===== src/rtl/if_prefetch_queue.sv =====
// if_prefetch_queue
//   Instruction-fetch front end. A PC register drives the instruction memory
//   port. Returned instructions go into a DEPTH-entry circular prefetch queue
//   that the ID stage drains. A redirect (taken branch, jump or trap) flushes
//   the queue. If a fetch is still outstanding when the redirect arrives, the
//   FSM enters DRAIN: it waits for that stale response, throws it away, and
//   then resumes fetching at the saved target.
//
// Handshakes:
//   imem_read/imem_resp : a request is raised with imem_read and
//     imem_address. It completes in the cycle where imem_resp=1, which may be
//     the same cycle the request is raised. Until then imem_read and
//     imem_address stay stable.
//   id_valid/deq : the head entry is consumed in a cycle with id_valid=1,
//     deq=1, global_stall=0 and redirect=0. In any other cycle deq has no
//     effect.
//
// Ports:
//   clk, reset_n            clock, asynchronous active-low reset
//   imem_read, imem_address fetch request and address (address = PC register)
//   imem_resp, imem_rdata   memory response strobe and data
//   redirect, redirect_pc   control-flow change and its target
//   global_stall            pipeline freeze: blocks new issue and dequeue
//   deq                     ID consumes the head entry
//   id_valid                queue is non-empty
//   instruction_out         head instruction (0 when empty)
//   pc_inc_out              head PC+2 (0 when empty)
//   reset_sig               downstream flush pulse (mirrors redirect)
//   q_count                 queue occupancy
//   dbg_state_o             fetch FSM state (0 = RUN, 1 = DRAIN)
module if_prefetch_queue #(
  parameter int unsigned      WIDTH    = 16,
  parameter int unsigned      DEPTH    = 4,
  parameter logic [WIDTH-1:0] RESET_PC = '0
) (
  input  logic                         clk,
  input  logic                         reset_n,
  output logic                         imem_read,
  output logic [WIDTH-1:0]             imem_address,
  input  logic                         imem_resp,
  input  logic [WIDTH-1:0]             imem_rdata,
  input  logic                         redirect,
  input  logic [WIDTH-1:0]             redirect_pc,
  input  logic                         global_stall,
  input  logic                         deq,
  output logic                         id_valid,
  output logic [WIDTH-1:0]             instruction_out,
  output logic [WIDTH-1:0]             pc_inc_out,
  output logic                         reset_sig,
  output logic [$clog2(DEPTH+1)-1:0]   q_count,
  output logic                         dbg_state_o
);

  localparam int unsigned CW = $clog2(DEPTH + 1);
  localparam int unsigned PW = $clog2(DEPTH);

  typedef enum logic {
    ST_RUN   = 1'b0,
    ST_DRAIN = 1'b1
  } state_e;

  state_e           state_q;
  logic [WIDTH-1:0] pc_q;
  logic [WIDTH-1:0] tgt_q;
  logic             busy_q;

  logic [CW-1:0]    count_q, count_d;
  logic [PW-1:0]    wr_ptr_q, wr_ptr_d;
  logic [PW-1:0]    rd_ptr_q, rd_ptr_d;

  logic [WIDTH-1:0] instr_mem [DEPTH];
  logic [WIDTH-1:0] pcinc_mem [DEPTH];

  logic [WIDTH-1:0] pc_plus2;
  logic             enq;
  logic             do_deq;

  // Wraps modulo 2^WIDTH, so 0xFFFE + 2 becomes 0x0000.
  assign pc_plus2 = pc_q + WIDTH'(2);

  // New issue is based on the registered count. A response can therefore
  // never land in a full queue: at most one request is outstanding, and it
  // was only issued while count < DEPTH.
  assign imem_read = busy_q
                   | (state_q == ST_DRAIN)
                   | ((state_q == ST_RUN) && (count_q < CW'(DEPTH)) && !global_stall);
  assign imem_address = pc_q;

  // Returned data is captured even during global_stall. A redirect in the
  // same cycle makes the data stale.
  assign enq    = (state_q == ST_RUN) && imem_resp && !redirect;
  assign do_deq = deq && id_valid && !global_stall && !redirect;

  assign reset_sig   = redirect;
  assign dbg_state_o = (state_q == ST_DRAIN);

  // Fetch FSM: PC, redirect target, outstanding-request flag
  always_ff @(posedge clk or negedge reset_n) begin
    if (!reset_n) begin
      state_q <= ST_RUN;
      pc_q    <= RESET_PC;
      tgt_q   <= RESET_PC;
      busy_q  <= 1'b0;
    end else begin
      // Remembers a request that has not completed yet, so that address and
      // read strobe are held regardless of stall or queue fullness.
      busy_q <= imem_read && !imem_resp;
      case (state_q)
        ST_RUN: begin
          if (redirect) begin
            if (imem_read && !imem_resp) begin
              // A fetch to the old stream is in flight: park the target.
              tgt_q   <= redirect_pc;
              state_q <= ST_DRAIN;
            end else begin
              pc_q <= redirect_pc;
            end
          end else if (imem_resp) begin
            pc_q <= pc_plus2;
          end
        end
        ST_DRAIN: begin
          if (imem_resp) begin
            // The stale response is dropped. A redirect arriving in the same
            // cycle is newer than the parked target.
            pc_q    <= redirect ? redirect_pc : tgt_q;
            state_q <= ST_RUN;
          end else if (redirect) begin
            tgt_q <= redirect_pc;
          end
        end
        default: state_q <= ST_RUN;
      endcase
    end
  end

  // Queue bookkeeping. Pointers wrap naturally because DEPTH is a power of 2.
  always_comb begin
    count_d  = count_q;
    wr_ptr_d = wr_ptr_q;
    rd_ptr_d = rd_ptr_q;
    if (redirect) begin
      count_d  = '0;
      wr_ptr_d = '0;
      rd_ptr_d = '0;
    end else begin
      if (enq)    wr_ptr_d = wr_ptr_q + PW'(1);
      if (do_deq) rd_ptr_d = rd_ptr_q + PW'(1);
      case ({enq, do_deq})
        2'b10:   count_d = count_q + CW'(1);
        2'b01:   count_d = count_q - CW'(1);
        default: count_d = count_q;
      endcase
    end
  end

  always_ff @(posedge clk or negedge reset_n) begin
    if (!reset_n) begin
      count_q  <= '0;
      wr_ptr_q <= '0;
      rd_ptr_q <= '0;
    end else begin
      count_q  <= count_d;
      wr_ptr_q <= wr_ptr_d;
      rd_ptr_q <= rd_ptr_d;
    end
  end

  // Entry storage needs no reset: it is only read while count is non-zero.
  always_ff @(posedge clk) begin
    if (enq) begin
      instr_mem[wr_ptr_q] <= imem_rdata;
      pcinc_mem[wr_ptr_q] <= pc_plus2;
    end
  end

  assign id_valid        = (count_q != '0);
  assign instruction_out = id_valid ? instr_mem[rd_ptr_q] : '0;
  assign pc_inc_out      = id_valid ? pcinc_mem[rd_ptr_q] : '0;
  assign q_count         = count_q;

endmodule

===== config.mk =====
export PLATFORM = sky130hd
export DESIGN_NAME = if_prefetch_queue
export DESIGN_NICKNAME = d
export VERILOG_FILES = /design/src/rtl/if_prefetch_queue.sv
export SDC_FILE = /design/constraint.sdc
export NUM_CORES = 1
export LEC_CHECK = 0
export ABC_AREA = 1
export CAP_MARGIN = 30
export CORE_AREA = 2 2 124 126
export DETAILED_ROUTE_END_ITERATION = 12
export DIE_AREA = 0 0 126 128
export HOLD_SLACK_MARGIN = 0.05
export PLACE_DENSITY = 0.73
export SYNTH_ARGS = -nofsm -noshare
export SYNTH_HDL_FRONTEND = slang
export SYNTH_SLANG_ARGS = --single-unit

===== constraint.sdc =====
create_clock -name clk -period 2.9 [get_ports clk]
set_input_delay 0.29 -clock clk [delete_from_list [all_inputs] [get_ports clk]]
set_output_delay 0.29 -clock clk [all_outputs]
set_load 0.02 [all_outputs]

After elaboration in Yosys (flattened, before gate mapping)
Memories as Yosys holds them, arrays and structs flattened.
Cells that the tools add are included.
{"block": "totals", "register_bits": 41, "wordCells": 67, "mem_count": 2, "inputBits": 38, "mem_bits_rw": 128, "output_inout_bits": 55}
{"memory": "instr_mem", "depth": 4, "width": 16, "read_ports": 1, "rd_ports_with_merged_regs": 0, "write_ports": 1, "line_no": "71", "rtl": "logic [WIDTH-1:0] instr_mem [DEPTH];"}
{"memory": "pcinc_mem", "depth": 4, "width": 16, "read_ports": 1, "rd_ports_with_merged_regs": 0, "write_ports": 1, "line_no": "72", "rtl": "logic [WIDTH-1:0] pcinc_mem [DEPTH];"}
{"block": "classes", "reduce_logical": 17, "n_bitwise": 3, "eq_ne": 8, "addsub": 5, "mux": 24, "n_lt_le_gt_ge": 1}
{"operator": "16-bit 2-to-1 mux", "count": 10}
{"operator": "16-bit one-hot mux with 2 select lines", "count": 2}
{"operator": "16-bit by 2-bit adder with 16-bit output (second input constant)", "count": 1}
{"operator": "1-bit logical AND", "count": 8}
{"operator": "2-bit 2-to-1 mux", "count": 4}
{"operator": "2-bit inequality test (second input constant)", "count": 3}
{"operator": "3-bit inequality test (second input constant)", "count": 2}
{"operator": "3-bit one-hot mux with 2 select lines", "count": 1}
{"operator": "3-bit AND reduction", "count": 2}
{"operator": "3-bit nonzero test", "count": 2}
{"operator": "1-bit 2-to-1 mux", "count": 5}
{"operator": "2-bit by 1-bit adder with 2-bit output (second input constant)", "count": 2}
{"operator": "2-bit nonzero test", "count": 2}
{"operator": "3-bit by 1-bit adder with 3-bit output (second input constant)", "count": 1}
{"operator": "1-bit logical NOT", "count": 3}
{"operator": "3-bit less-than comparator (second input constant)", "count": 1}
{"operator": "3-bit 2-to-1 mux", "count": 1}
{"operator": "3-bit by 1-bit subtractor with 3-bit output (second input constant)", "count": 1}
{"operator": "2-bit by 1-bit equality test with 1-bit output (second input constant)", "count": 1}
{"operator": "2-bit equality test (second input constant)", "count": 1}
{"operator": "2-bit by 1-bit inequality test with 1-bit output (second input constant)", "count": 1}
{"operator": "1-bit OR", "count": 2}
{"operator": "1-bit one-hot mux with 2 select lines", "count": 1}
{"operator": "1-bit inverter", "count": 1}

Depth between registers and ports, before layout
{"block": "logic_depth", "depth_word": 8, "depth_mapped": 13, "mapped_depth_nobuf": 13}

Worst setup path before layout
No wires, ideal clock.
{"block": "synth_path", "kind": "reg-to-reg", "start": "register state_q, in the netlist dbg_state_o", "end": "memory instr_mem[0][0] (enable)", "period_less_slack_ns": 2.720, "t_arrival_ns": 2.299, "setup_ns": 0.421, "path_stages_with_launch": 4, "path_slack_ns": 0.180, "n_path_buf": 0, "required_ns": 2.479, "path_cell_list": "dfrtp_1 nor2_2 nand2_1 nor2_1"}
{"block": "synth_between", "elab_chain_cells": 5}
{"item": "from (decl)", "line_no": "62", "rtl": "state_e state_q;"}
{"item": "from (signal assigned)", "line_no": "100", "rtl": "state_q <= ST_RUN;"}
{"item": "from (signal assigned)", "line_no": "114", "rtl": "state_q <= ST_DRAIN;"}
{"item": "from (signal assigned)", "line_no": "127", "rtl": "state_q <= ST_RUN;"}
{"item": "1-bit inverter"}
{"item": "1-bit logical AND (2 in series)", "line_no": "91", "rtl": "assign enq = (state_q == ST_RUN) && imem_resp && !redirect;"}
{"item": "1-bit 2-to-1 mux", "line_no": "171", "rtl": "if (enq) begin"}
{"item": "1-bit 2-to-1 mux (not written as such)", "line_no": "172", "rtl": "instr_mem[wr_ptr_q] <= imem_rdata;"}
{"item": "to (decl)", "line_no": "71"}
Every way passes these cells.

Worst setup path in the final report
{"block": "layout_path", "start": "register rd_ptr_q[0]", "end": "output pc_inc_out[2]"}
{"block": "layout_between", "elab_chain_cells": 2}
{"item": "from (decl)", "line_no": "69", "rtl": "logic [PW-1:0] rd_ptr_q, rd_ptr_d;"}
{"item": "from (signal assigned)", "line_no": "165", "rtl": "rd_ptr_q <= rd_ptr_d;"}
{"item": "memory read 4 x 16 bit"}
{"item": "16-bit 2-to-1 mux", "line_no": "179", "rtl": "assign pc_inc_out = id_valid ? pcinc_mem[rd_ptr_q] : '0;"}
{"item": "to (decl)", "line_no": "48", "rtl": "output logic [WIDTH-1:0] pc_inc_out,"}
Every way passes these cells.

==> results.txt <==
----------------------------------------------------
[Yosys]
  Most area-consuming cells after synthesis ... sky130_fd_sc_hd__edfxtp_1 52%, sky130_fd_sc_hd__dfrtp_1 14%, sky130_fd_sc_hd__nor2_1 8.6%
  Flip-flop and latch count after synthesis ... about 170
  Share of synthesized flip-flops with an asynchronous set or reset ... 0.2426
  Cell Area, Synth ... 7391 um^2
  Total number of yosys warnings ... 0
  Share of Yosys cell area claimed by the top area cell type ... 0.5201
  Mean cell area of the mapped netlist ... about 10 um^2
  Synth unique cells ... 32
  Syn Nets ... 753
  Synthesized instance count ... between 700 and 800
  Post-synthesis sequential area ratio ... 0.6589
  Predominant post-synthesis flop cell ... sky130_fd_sc_hd__edfxtp_1
  Number of enable flip-flop cells after synthesis ... ~130
  Cell type with the largest total area after synthesis ... sky130_fd_sc_hd__edfxtp_1

[Clocking]
  Max Buffers Root-to-Sink ... 2
  Clock latency on the worst-skew pair ... about 0.42 ns
  Number of clock buffers inserted by TritonCTS ... 17
  Post-CTS setup buffer count ... 0
  Cell chosen for the clock root ... sky130_fd_sc_hd__clkbuf_16
  Clk sinks ... 169
  Clock tree from TritonCTS ... yes
  CTS HTree Levels ... 4
  Clock slew seen by the registers of the worst setup and hold paths ... 0.06 ns

[Place]
  Buffers on Ports ... about 90
  Total cell area at the placement stage ... ~8500 um^2
  GPL Wtd Cong ... 0.8591
  Dpl hpwl ... 9935 um

[Cells and area]
  Synthesis-to-layout area growth ... 23.23%
  Commonest non-fill, non-tap cells in the layout ... 165 x sky130_fd_sc_hd__nor2_1, 128 x sky130_fd_sc_hd__edfxtp_1, 93 x sky130_fd_sc_hd__o21ai_0
  Antenna diode count ... 0
  Post-route cell area ... 9107 um^2
  Nets ... ~840
  Leading cell type in the layout, fill and taps excluded ... sky130_fd_sc_hd__nor2_1
  Fraction of final layout cells sized beyond drive strength 1 ... 0.08118

[Timing]
  Final cycle utilization of the critical path ... 0.9359
  Final Skew ... between 0.006 and 0.007 ns
  Least-Margin Pin Slew ... between 0.5 and 0.6 ns
  Smallest hold slack ... 0.2185 ns
  Unrepaired setup endpoints after global routing ... false
  Final setup TNS ... 0 ns
  Final hold violation count ... 0
  FMAX ... 368.5 MHz
  Setup violators final ... 0
  Slew margin rel. ... 0.6557
  Time the worst path needs with I/O delays and setup ... between 2 and 3 ns
  Number of pins with negative max-slew slack in the final report ... 0

[Die]
  Die Height ... between 100 and 150 um
  Die area ... 16,130 um^2
  X dimension of the die ... roughly 130 um
  Starting Density ... 0.4972
  Core Footprint ... around 15,000 um^2
  # rows ... 45
  Count of pins on the block boundary ... 93

[Worst setup path]
  R2r worst-path depth ... 12
  Critical path peak fanout ... 44
  Worst Path Required ... around 2.6 ns
  Arrival time worst endpoint ... ~2.4 ns
  Type of origin of the critical path ... flop
  Setup Crit Path Kind ... reg2out
  Crit path capture type ... primary output

[Power and ir drop]
  Power per Cell Area ... roughly 800 nW/um^2
  Relative contribution of combinational cells to total power ... 0.285
  Net switching power figure ... roughly 2300 uW
  Net switching fraction of the power ... 0.3108
  Internal portion of total power ... a little over 5000 uW
  Portion of total power attributed to the clock network ... 0.299
  Peak VDD IR ... 0.4748 mV
  Static leakage power ... around 0.0035 uW
  Sequential Power Share ... 0.416

[Outcome]
  Status ... finished clean

[Drt]
  Routed via count ... around 5,300
  Total wire length after detailed routing ... around 16,000 um
  Iteration-0 DRC Markers ... 455
  Number of design rule violations left after detail routing ... 0
  Length of the first detailed-routing pass in iterations ... 5
  Wire per inst ... 15.80 um
  Vias per cell ... 5.279
  Number of nets with antenna violations after routing ... 0

[GRT]
  Number of antenna violations at the first check in global routing ... 0
  Global-route wire length before repair ... about 26,000 um
  Global routing usage summed across all routing layers ... 0.2035
  Global route total overflow ... 0
  Number of global-route vias before repair ... roughly 5,200
  Largest net degree at the start of global routing ... between 40 and 50

[Job]
  Number of violations of the max-capacitance limit ... 0

[Hold path]
  Path class of the lowest-slack min-delay path ... in2async

----------------------------------------------------
## worst max-delay path, cell delays in order (launching register included)
cell                              delay (ns)
sky130_fd_sc_hd__dfrtp_2                0.41
sky130_fd_sc_hd__inv_2                  0.29
sky130_fd_sc_hd__buf_12                 0.26
sky130_fd_sc_hd__o21ai_0                0.14
sky130_fd_sc_hd__a21oi_1                0.25
sky130_fd_sc_hd__clkdlybuf4s50_1        0.65
## cells in the mapped netlist (3+ instances only)
master	instances
sky130_fd_sc_hd__nand2_1	88
sky130_fd_sc_hd__ha_1	5
sky130_fd_sc_hd__inv_1	41
sky130_fd_sc_hd__buf_2	12
sky130_fd_sc_hd__nand3_1	15
sky130_fd_sc_hd__and2_1	5
sky130_fd_sc_hd__edfxtp_1	128
sky130_fd_sc_hd__buf_4	6
sky130_fd_sc_hd__a21oi_1	47
sky130_fd_sc_hd__dfrtp_1	41
sky130_fd_sc_hd__inv_2	3
sky130_fd_sc_hd__xor2_1	3
sky130_fd_sc_hd__nor2_1	169
sky130_fd_sc_hd__o21ai_0	93
sky130_fd_sc_hd__clkbuf_1	16
sky130_fd_sc_hd__nor2_2	3
sky130_fd_sc_hd__o21ai_1	7
sky130_fd_sc_hd__nand4_1	4
## kinds of logic after synthesis
kind of cell / Yosys count / share of synthesized area
buf+inv: 81 / 0.04825
compound gates: 152 / 0.1068
flops: 169 / 0.6589
simple gates: 294 / 0.1645
xor+xnor: 7 / 0.01033
fa+ha+maj: 6 / 0.01117
## path summary, 6_finish.rpt
| kind | startpoint | slack, ns | end |
|---|---|---|---|
| hold / removal | reset_n | 0.22 | tgt_q[13] |
| setup reg to reg | q_count[0] | 0.87 | q_count[2] |
| hold reg to reg | tgt_q[1] | 0.50 | tgt_q[1] |
| setup / recovery | rd_ptr_q[0] | 0.19 | pc_inc_out[2] |
| max in group asynchronous | reset_n | 2.23 | rd_ptr_q[0] |
| min in group clk | redirect_pc[1] | 0.44 | tgt_q[1] |
## area by class of cell
cell class / instances / area, um^2
clock inverters: 10 / 126.4
flip-flops and latches: 169 / 4871
inverters: 45 / 172.7
clock buffers: 22 / 444.2
well taps: 188 / 235.2
fillers: 1184 / 5757
repair buffers: 108 / 1064
multi-input cells: 459 / 2195
## power by group through the flow
stage               logic, uW  clock network [uW]  registers, uW
CTS                      2100                2230           3040
detailed placement       2080                   0           3090
global placement         2040                   0           3080
finish                   2090                2190           3040
global route             2260                2330           3070
floorplan                1100                   0           3120
## repair_timing
action                                 4_1_cts  5_1_grt
setup endpoints to repair                    0       10
resized for setup                            0        1
endpoints found under the hold margin       41        0
hold buffers                                 1        0
## per-stage QoR
stage	power [uW]	util	std cells	setup WS [ns]
finish	7317	0.6127	1001	0.1860
CTS	7370	0.6111	1000	0.06799
detailed placement	5170	0.5721	967	0.4922
global placement	5114	0.5721	967	0.5578
floorplan	4223	-	709	0.1798
global route	7659	0.6127	1001	0.008590
## routing by layer
| layer | vias to the layer above | track usage | share of wire |
|---|---|---|---|
| li1 | 2571 | - | - |
| met1 | 2500 | 0.2740 | 0.45 |
| met2 | 191 | 0.3267 | 0.47 |
| met3 | 22 | 0.04591 | 0.065 |
| met4 | 0 | 0.07628 | 0.015 |
| met5 | - | 0 | 0 |
## registers in the layout (all words and copies together), names as in the netlist, 2 cells and up
| signal | cells |
|---|---|
| instr_mem | 64 |
| pcinc_mem | 64 |
| imem_address | 16 |
| tgt_q | 16 |
| q_count | 3 |
| rd_ptr_q | 2 |
| wr_ptr_q | 2 |
No activity file was read; power rests on OpenSTA's default activity.
